**src/rtl/serial_adder_ctrl_if.sv**
```systemverilog
// Handshake and operand/result bundle between a requester and the serial adder sequencer.
interface serial_adder_ctrl_if #(
  parameter int WIDTH = 4
);
  logic             start;
  logic [WIDTH-1:0] a;
  logic [WIDTH-1:0] b;
  logic             busy;
  logic             done;
  logic [WIDTH-1:0] sum;
  logic             cout;
  logic             err;

  modport master (
    output start, a, b,
    input  busy, done, sum, cout, err
  );

  modport slave (
    input  start, a, b,
    output busy, done, sum, cout, err
  );
endinterface

```
**src/rtl/serial_adder_ctrl.sv**
```systemverilog
// Bit-serial WIDTH-bit adder that time-shares one external decoder-based full-adder slice,
// LSB first, with a carry register and a direct-sum cross-check of the slice result.
module serial_adder_ctrl #(
  parameter int WIDTH = 4,
  parameter int IDXW  = 4
) (
  input  logic                clk,
  input  logic                rst,
  serial_adder_ctrl_if.slave  bus,
  output logic                fa_a,
  output logic                fa_b,
  output logic                fa_ci,
  output logic [2:0]          fa_en,
  input  logic                fa_s,
  input  logic                fa_co
);

  localparam int DEPTH = 1 << IDXW;

  typedef enum logic [1:0] {
    ST_IDLE = 2'd0,
    ST_RUN  = 2'd1,
    ST_DONE = 2'd2
  } state_t;

  state_t state_reg, state_next;

  logic [WIDTH-1:0] ra_reg, rb_reg;
  logic [WIDTH-1:0] sumr_reg, sumr_next;
  logic [WIDTH-1:0] sum_reg;
  logic             cout_reg, err_reg;
  logic             carry_reg;
  logic [IDXW-1:0]  idx_reg;
  logic             last_bit;

  // Operands widened to the full index range so idx can select a bit directly.
  logic [DEPTH-1:0] ra_ext, rb_ext;
  assign ra_ext = DEPTH'(ra_reg);
  assign rb_ext = DEPTH'(rb_reg);

  assign last_bit = (idx_reg == IDXW'(WIDTH - 1));

  always_ff @(posedge clk) begin
    if (rst) state_reg <= ST_IDLE;
    else     state_reg <= state_next;
  end

  always_comb begin
    state_next = state_reg;
    fa_a       = 1'b0;
    fa_b       = 1'b0;
    fa_ci      = 1'b0;
    fa_en      = 3'b011;
    case (state_reg)
      ST_IDLE: begin
        if (bus.start) state_next = ST_RUN;
      end
      ST_RUN: begin
        fa_a  = ra_ext[idx_reg];
        fa_b  = rb_ext[idx_reg];
        fa_ci = carry_reg;
        fa_en = 3'b100;
        if (last_bit) state_next = ST_DONE;
      end
      ST_DONE: state_next = ST_IDLE;
      default: state_next = ST_IDLE;
    endcase
  end

  // Slice sum lands in the bit position currently addressed by idx.
  generate
    for (genvar gi = 0; gi < WIDTH; gi++) begin : g_sum_bit
      assign sumr_next[gi] = (idx_reg == IDXW'(gi)) ? fa_s : sumr_reg[gi];
    end
  endgenerate

  always_ff @(posedge clk) begin
    if (rst) begin
      ra_reg    <= '0;
      rb_reg    <= '0;
      sumr_reg  <= '0;
      sum_reg   <= '0;
      cout_reg  <= 1'b0;
      err_reg   <= 1'b0;
      carry_reg <= 1'b0;
      idx_reg   <= '0;
    end else begin
      case (state_reg)
        ST_IDLE: begin
          if (bus.start) begin
            ra_reg    <= bus.a;
            rb_reg    <= bus.b;
            idx_reg   <= '0;
            carry_reg <= 1'b0;
          end
        end
        ST_RUN: begin
          sumr_reg  <= sumr_next;
          carry_reg <= fa_co;
          idx_reg   <= idx_reg + IDXW'(1);
          // Publish the result and the cross-check on the edge entering DONE.
          if (last_bit) begin
            sum_reg  <= sumr_next;
            cout_reg <= fa_co;
            err_reg  <= ({fa_co, sumr_next} != ({1'b0, ra_reg} + {1'b0, rb_reg}));
          end
        end
        default: ;
      endcase
    end
  end

  assign bus.busy = (state_reg == ST_RUN);
  assign bus.done = (state_reg == ST_DONE);
  assign bus.sum  = sum_reg;
  assign bus.cout = cout_reg;
  assign bus.err  = err_reg;

endmodule

```
**src/flat_wrapper.sv**
```systemverilog
// flat-port wrapper written by rule: the top's interface ports become plain ports
module serial_adder_ctrl_flat 
#(
  parameter int WIDTH = 4,
  parameter int IDXW  = 4
)
  (clk, rst, fa_a, fa_b, fa_ci, fa_en, fa_s, fa_co, bus_start, bus_a, bus_b, bus_busy, bus_done, bus_sum, bus_cout, bus_err);
  serial_adder_ctrl_if #(.WIDTH(WIDTH)) bus_i ();
  input  logic clk;
  input  logic rst;
  output logic fa_a;
  output logic fa_b;
  output logic fa_ci;
  output logic [2:0] fa_en;
  input  logic fa_s;
  input  logic fa_co;
  input wire logic [$bits(bus_i.start)-1:0] bus_start;
  input wire logic [$bits(bus_i.a)-1:0] bus_a;
  input wire logic [$bits(bus_i.b)-1:0] bus_b;
  output wire logic [$bits(bus_i.busy)-1:0] bus_busy;
  output wire logic [$bits(bus_i.done)-1:0] bus_done;
  output wire logic [$bits(bus_i.sum)-1:0] bus_sum;
  output wire logic [$bits(bus_i.cout)-1:0] bus_cout;
  output wire logic [$bits(bus_i.err)-1:0] bus_err;
  assign bus_i.start = bus_start;
  assign bus_i.a = bus_a;
  assign bus_i.b = bus_b;
  assign bus_busy = bus_i.busy;
  assign bus_done = bus_i.done;
  assign bus_sum = bus_i.sum;
  assign bus_cout = bus_i.cout;
  assign bus_err = bus_i.err;
  serial_adder_ctrl #(.WIDTH(WIDTH), .IDXW(IDXW)) u_core (.clk(clk), .rst(rst), .bus(bus_i), .fa_a(fa_a), .fa_b(fa_b), .fa_ci(fa_ci), .fa_en(fa_en), .fa_s(fa_s), .fa_co(fa_co));
endmodule
```
**config.mk**
```make
export PLATFORM = sky130hd
export DESIGN_NAME = serial_adder_ctrl_flat
export DESIGN_NICKNAME = d
export VERILOG_FILES = /design/src/rtl/serial_adder_ctrl_if.sv /design/src/rtl/serial_adder_ctrl.sv /design/src/flat_wrapper.sv
export SDC_FILE = /design/constraint.sdc
export NUM_CORES = 1
export LEC_CHECK = 0
export ABC_AREA = 1
export CAP_MARGIN = 20
export CORE_UTILIZATION = 45
export CTS_BUF_LIST = sky130_fd_sc_hd__clkbuf_16
export CTS_CLUSTER_SIZE = 10
export DETAILED_ROUTE_END_ITERATION = 6
export GPL_ROUTABILITY_DRIVEN = 0
export PLACE_DENSITY = 0.7
export REMOVE_ABC_BUFFERS = 1
export SLEW_MARGIN = 10
export SYNTH_ARGS = -nofsm -noshare
export SYNTH_HDL_FRONTEND = slang
export SYNTH_SLANG_ARGS = --single-unit
```
**constraint.sdc**
```tcl
create_clock -name clk -period 2.4 [get_ports clk]
set_clock_uncertainty 0.15 [all_clocks]
set_input_delay 0.72 -clock clk [delete_from_list [all_inputs] [get_ports clk]]
set_output_delay 0.72 -clock clk [all_outputs]
set_load 0.05 [all_outputs]
```
==> results.toml, run 1 <==
[clock_network]
clk_pin_slew_worst_paths_ps = 70
cts_resized = 0
holdBufCountCts = 0
h-tree-depth = 1
cts_buffers = 3
cts_root_buf = "clkbuf_16"
cts_tree = "done"
cts_setup_buffers = 0
clk_path_buf_depth = 2
insertion_delay_ps = 270
cts_sinks = 25

[placed_design]
dp_cells = 273
place_area_um2 = 1790
dpl.hpwl_um = 2380
port_buffers = 26

[sta]
hold_slack_ps = 315
layout_min_cycle_time_ps = 2270
finalHoldViolations = 0
setup_violations = 0
worst_pin_slew_ps = 501
slew_headroom = 0.665
fmax_ghz = 0.440
slew_violations = 0
fin_crit_sh = 0.947
rsz0062_at_grt = "no"

[floorplan]
die_area_um2 = 3460
start_util = 0.475
core-area_um2 = 3050
ios = 27
fp-row-count = 20
die_width_um = 58.8
fp.dieH_um = 58.8

[drt]
first_pass_iters = 4
vias = 1354
routedWlPerCell_um = 11.6
drc = 0
detail_route.wirelength_um = 3220
viasPerCell = 4.89
drt_iter0_drc = 33
postRouteAntennaNets = 0

[layout]
syn_to_final_growth_pct = 29.4
antennaDiodeCount = 0
final_common_cell = "nand2_1"
stdcell_area_um2 = 1880
fin_nets = 256
stdcell_count = 277
final_cell_mix = "nand2_1 (44), nor2_1 (29), dfxtp_1 (24)"
drive_above_1_share = 0.150

[synth]
yosys_register_bits = 25
synth_warnings = 0
seq_area_frac_synth = 0.345
syn_area_per_cell_um2 = 7.05
synth_cells = 206
synth_area_um2 = 1450
yosysUniqueCellTypes = 26

[grt]
grt.total_usage = 0.208
grt_pass1_vias = 1222
grt_max_degree = 17
grt_overflow = 0
antenna_found_initial = 0
grt_pass1_wl_um = 5400

[setup_path]
critPathTopFamily = "buffers and inverters"
path_class = "reg2out"
crit_slowest_cell = "clkdlybuf4s50_1"
path_cells = "clkdlybuf4s50_1"
crit_required_ps = 1530
worst-path-max-fanout = 2
r2r_slack_ps = 430
cp_num_buf_inv = 1
max_stage_delay_ps = 810
crit_arrival_ps = 1400
start_kind = "flop"
worstSetupEndpointType = "output port"

[power_and_ir_drop]
power_density_nw_per_um2 = 583
leakagePower_uw = 0.000796
fin_total_pwr_uw = 1090
vdd_drop_max_uv = 567

[outcome]
status = "complete, no violations"

[min_path]
hp-class = "reg2reg"

[job]
maxCapViolCount = 0
==> power by group <==
part | internal, uW | leakage [uW] | total (uW) | switching (uW)
logic | 106 | 0.000550 | 249 | 143
registers | 433 | 0.000204 | 451 | 17.4
clock network | 231 | 0.0000415 | 395 | 164
total | 770 | 0.000796 | 1090 | 325
==> per-layer routing <==
layer | GRT usage | share of wire
met5 | 0 | 0
met4 | 0.0850 | 0.021
met2 | 0.344 | 0.45
met1 | 0.260 | 0.49
met3 | 0.0484 | 0.043
==> path summary, 6_finish.rpt <==
check                                        end              start  depth (start not counted)
worst max-delay path                  bus_sum[2]  u_core.bus.sum[2]                          1
worst min-delay path            u_core.carry_reg   u_core.carry_reg                          2
worst max register to register    u_core.bus.err   u_core.rb_reg[0]                          9
worst min register to register  u_core.carry_reg   u_core.carry_reg                          2
==> cell usage after synthesis <==
cell / instances / area [um^2]
nor2_4: 3 / 33.8
buf_8: 1 / 15.0
a211oi_1: 1 / 7.51
xnor2_1: 1 / 8.76
nand4_1: 1 / 6.26
a21oi_1: 20 / 100
o21ai_0: 15 / 75.1
nor2_1: 29 / 109
buf_1: 1 / 3.75
nand2_1: 44 / 165
nand3_1: 14 / 70.1
dfxtp_1: 25 / 500
nand2_4: 2 / 22.5
ha_1: 8 / 100
inv_1: 19 / 71.3
nand2_2: 5 / 31.3
o21ai_2: 1 / 8.76
or2_2: 1 / 6.26
buf_4: 3 / 22.5
nand3_2: 3 / 30.0
buf_2: 1 / 5.00
clkbuf_1: 2 / 7.51
xor2_1: 1 / 8.76
fa_1: 1 / 20.0
inv_2: 2 / 7.51
nand3b_1: 2 / 15.0
==> kinds of logic (layout without fill, tap and decap cells) <==
kind of cell,after synthesis,count (layout),share of synthesized area
flops,25,25,0.345
simple gates,104,104,0.337
fa+ha+maj,9,9,0.0828
buf+inv,29,56,0.0914
compound gates,37,37,0.132
xor+xnor,2,2,0.0121
==> area by class of cell <==
cell class | count | area, um^2
Tap cell | 44 | 55.1
Clock inverter | 1 | 8.76
Clock buffer | 3 | 75.1
Inverter | 21 | 78.8
Timing Repair Buffer | 31 | 340
Sequential cell | 25 | 502
Fill cell | 295 | 1170
Multi-Input combinational cell | 152 | 818
==> metrics by stage <==
step / utilization / setup slack [ps] / TNS, ps
floorplan: - / -933 / -1870
global placement: 0.587 / 269 / 0
detailed placement: 0.587 / 244 / 0
CTS: 0.615 / 33.6 / 0
global route: 0.615 / 28.0 / 0
finish: 0.615 / 127 / 0
Power figures use the tool's default switching activity.
==> run 2, diff against run 1 <==
--- a/config.mk
+++ b/config.mk
@@ -7,12 +7,12 @@
 export LEC_CHECK = 0
 export ABC_AREA = 1
 export CAP_MARGIN = 20
-export CORE_UTILIZATION = 45
+export CORE_UTILIZATION = 39
 export CTS_BUF_LIST = sky130_fd_sc_hd__clkbuf_16
 export CTS_CLUSTER_SIZE = 10
 export DETAILED_ROUTE_END_ITERATION = 6
 export GPL_ROUTABILITY_DRIVEN = 0
-export PLACE_DENSITY = 0.7
+export PLACE_DENSITY = 0.63
 export REMOVE_ABC_BUFFERS = 1
 export SLEW_MARGIN = 10
 export SYNTH_ARGS = -nofsm -noshare
==> run 2 against run 1 <==
  * Combinational power barely moved
  * Die area rose by 15%
  * Final cell count grew 0.72%
  * Power is 0.99% lower
  * Setup slack improved by 1.5 ps
  * Routed wire length down 3.3%
  * Maximum frequency hardly changed
  * Via count decreased by 1.3%
  * Non-clock buffer count did not move
  * Sequential power hardly changed
  * Flip-flop and latch count unchanged
  * Critical path type unchanged
==> results.toml, run 2 (synthesis gave the netlist of run 1 again) <==
[floorplan]
start_util = 0.422
fp.dieH_um = 63.0
fp-row-count = 21
die_area_um2 = 3970
die_width_um = 63.0
ios = 27
core-area_um2 = 3440

[setup_path]
max_stage_delay_ps = 810
crit_arrival_ps = 1400
cp_num_buf_inv = 1
reg2regPathDepth = 10
path_class = "reg2out"
reg2reg_from = "u_core.rb_reg[0]"
worstSetupEndpointType = "output port"
crit_end = "bus_cout"
cp.depth = 1
worst-path-max-fanout = 2
crit_slowest_cell = "clkdlybuf4s50_1"
r2r_slack_ps = 480
timing.rr.end = "u_core.bus.err"
path_cells = "clkdlybuf4s50_1"
start_kind = "flop"
crit_required_ps = 1530
critPathTopFamily = "buffers and inverters"
crit_start = "u_core.bus.cout"

[clock_network]
holdBufCountCts = 0
clk_pin_slew_worst_paths_ps = 70
cts_root_buf = "clkbuf_16"
h-tree-depth = 1
insertion_delay_ps = 260
clk_path_buf_depth = 2
cts_sinks = 25
cts_buffers = 3
cts_tree = "done"

[power_and_ir_drop]
vdd_drop_max_uv = 457
power_density_nw_per_um2 = 576
leakagePower_uw = 0.000796

[sta]
hold_slack_ps = 317
finalHoldViolations = 0
layout_min_cycle_time_ps = 2270
worst_pin_slew_ps = 505
setup_violations = 0
rsz0062_at_grt = "no"
slew_headroom = 0.662
fmax_ghz = 0.440
fin_crit_sh = 0.947
slew_violations = 0
setup_slack_ps = 128

[placed_design]
port_buffers = 26
dpl.hpwl_um = 2380
place_area_um2 = 1800
post-place-ws_ps = 239

[grt]
grt_max_degree = 17
grt.total_usage = 0.172
grt_overflow = 0
grt_pass1_wl_um = 5520
grt_pass1_vias = 1250
antenna_found_initial = 0

[drt]
routedWlPerCell_um = 11.1
detail_route.wirelength_um = 3110
postRouteAntennaNets = 0
first_pass_iters = 4
vias = 1337
viasPerCell = 4.79
drc = 0
drt_iter0_drc = 62

[layout]
fin_nets = 256
final_common_cell = "nand2_1"
final_cell_mix = "nand2_1 (44), nor2_1 (29), dfxtp_1 (24)"
stdcell_area_um2 = 1880
utilization = 0.546
antennaDiodeCount = 0
syn_to_final_growth_pct = 29.6
drive_above_1_share = 0.150

[job]
maxCapViolCount = 0

[min_path]
hp-class = "reg2reg"

[outcome]
status = "complete, no violations"
run 2: cell counts in the layout (fill, tap and decap cells not counted):
Identical to the previous run, type by type.
run 2: timing repair:
item	in CTS	in global routing
buffers inserted	0	0
resized for setup	0	1
endpoints found under the setup margin	0	2
run 2: final cells by class:
cell class	count	area, um^2
fillers	330	1560
well taps	46	57.6
clock inverters	1	8.76
inverters	21	78.8
clock buffers	3	75.1
repair buffers	31	340
flip-flops and latches	25	502
multi-input cells	152	818
run 2: per-stage QoR:
stage | power, uW | TNS, ps | cells
finish | 1080 | 0 | 279
global route | 1150 | 0 | 279
CTS | 1100 | 0 | 279
detailed placement | 708 | 0 | 275
global placement | 708 | 0 | 275
floorplan | 614 | -1870 | 198
run 2: layer usage:
| layer | vias up | routed length [um] | track usage |
|---|---|---|---|
| met4 | 0 | 30 | 0.0262 |
| met2 | 26 | 1380 | 0.272 |
| met5 | - | 0 | 0 |
| met3 | 4 | 148 | 0.0347 |
| met1 | 590 | 1560 | 0.244 |
| li1 | 717 | - | - |
run 2: where the power goes:
| group | leakage [uW] | switching, uW | internal [uW] | total, uW |
|---|---|---|---|---|
| Sequential | 0.000204 | 17.5 | 434 | 451 |
| Combinational | 0.000550 | 142 | 106 | 248 |
| Clock | 0.0000415 | 155 | 230 | 385 |
| Total | 0.000796 | 314 | 770 | 1080 |
run 2: worst min path at each step:
stage	startpoint	endpoint	slack, ps	cells after the start
after floorplan	u_core.sumr_reg[3]	u_core.sumr_reg[3]	280	2
after global placement	u_core.bus.sum[1]	u_core.bus.sum[1]	310	2
after detailed placement	u_core.carry_reg	u_core.carry_reg	310	2
after CTS	u_core.carry_reg	u_core.carry_reg	320	2
after global routing	u_core.carry_reg	u_core.carry_reg	340	2
final	u_core.bus.sum[2]	u_core.bus.sum[2]	320	2
run 2: worst register-to-register path: stages (launching register included):
cell	delay, ps
dfxtp_1	370
ha_1	190
inv_1	60
fa_1	420
nand3b_1	210
nand3_1	110
nand2_1	50
nor2_1	80
nand2_1	60
nor2_1	80
nor2_1	40
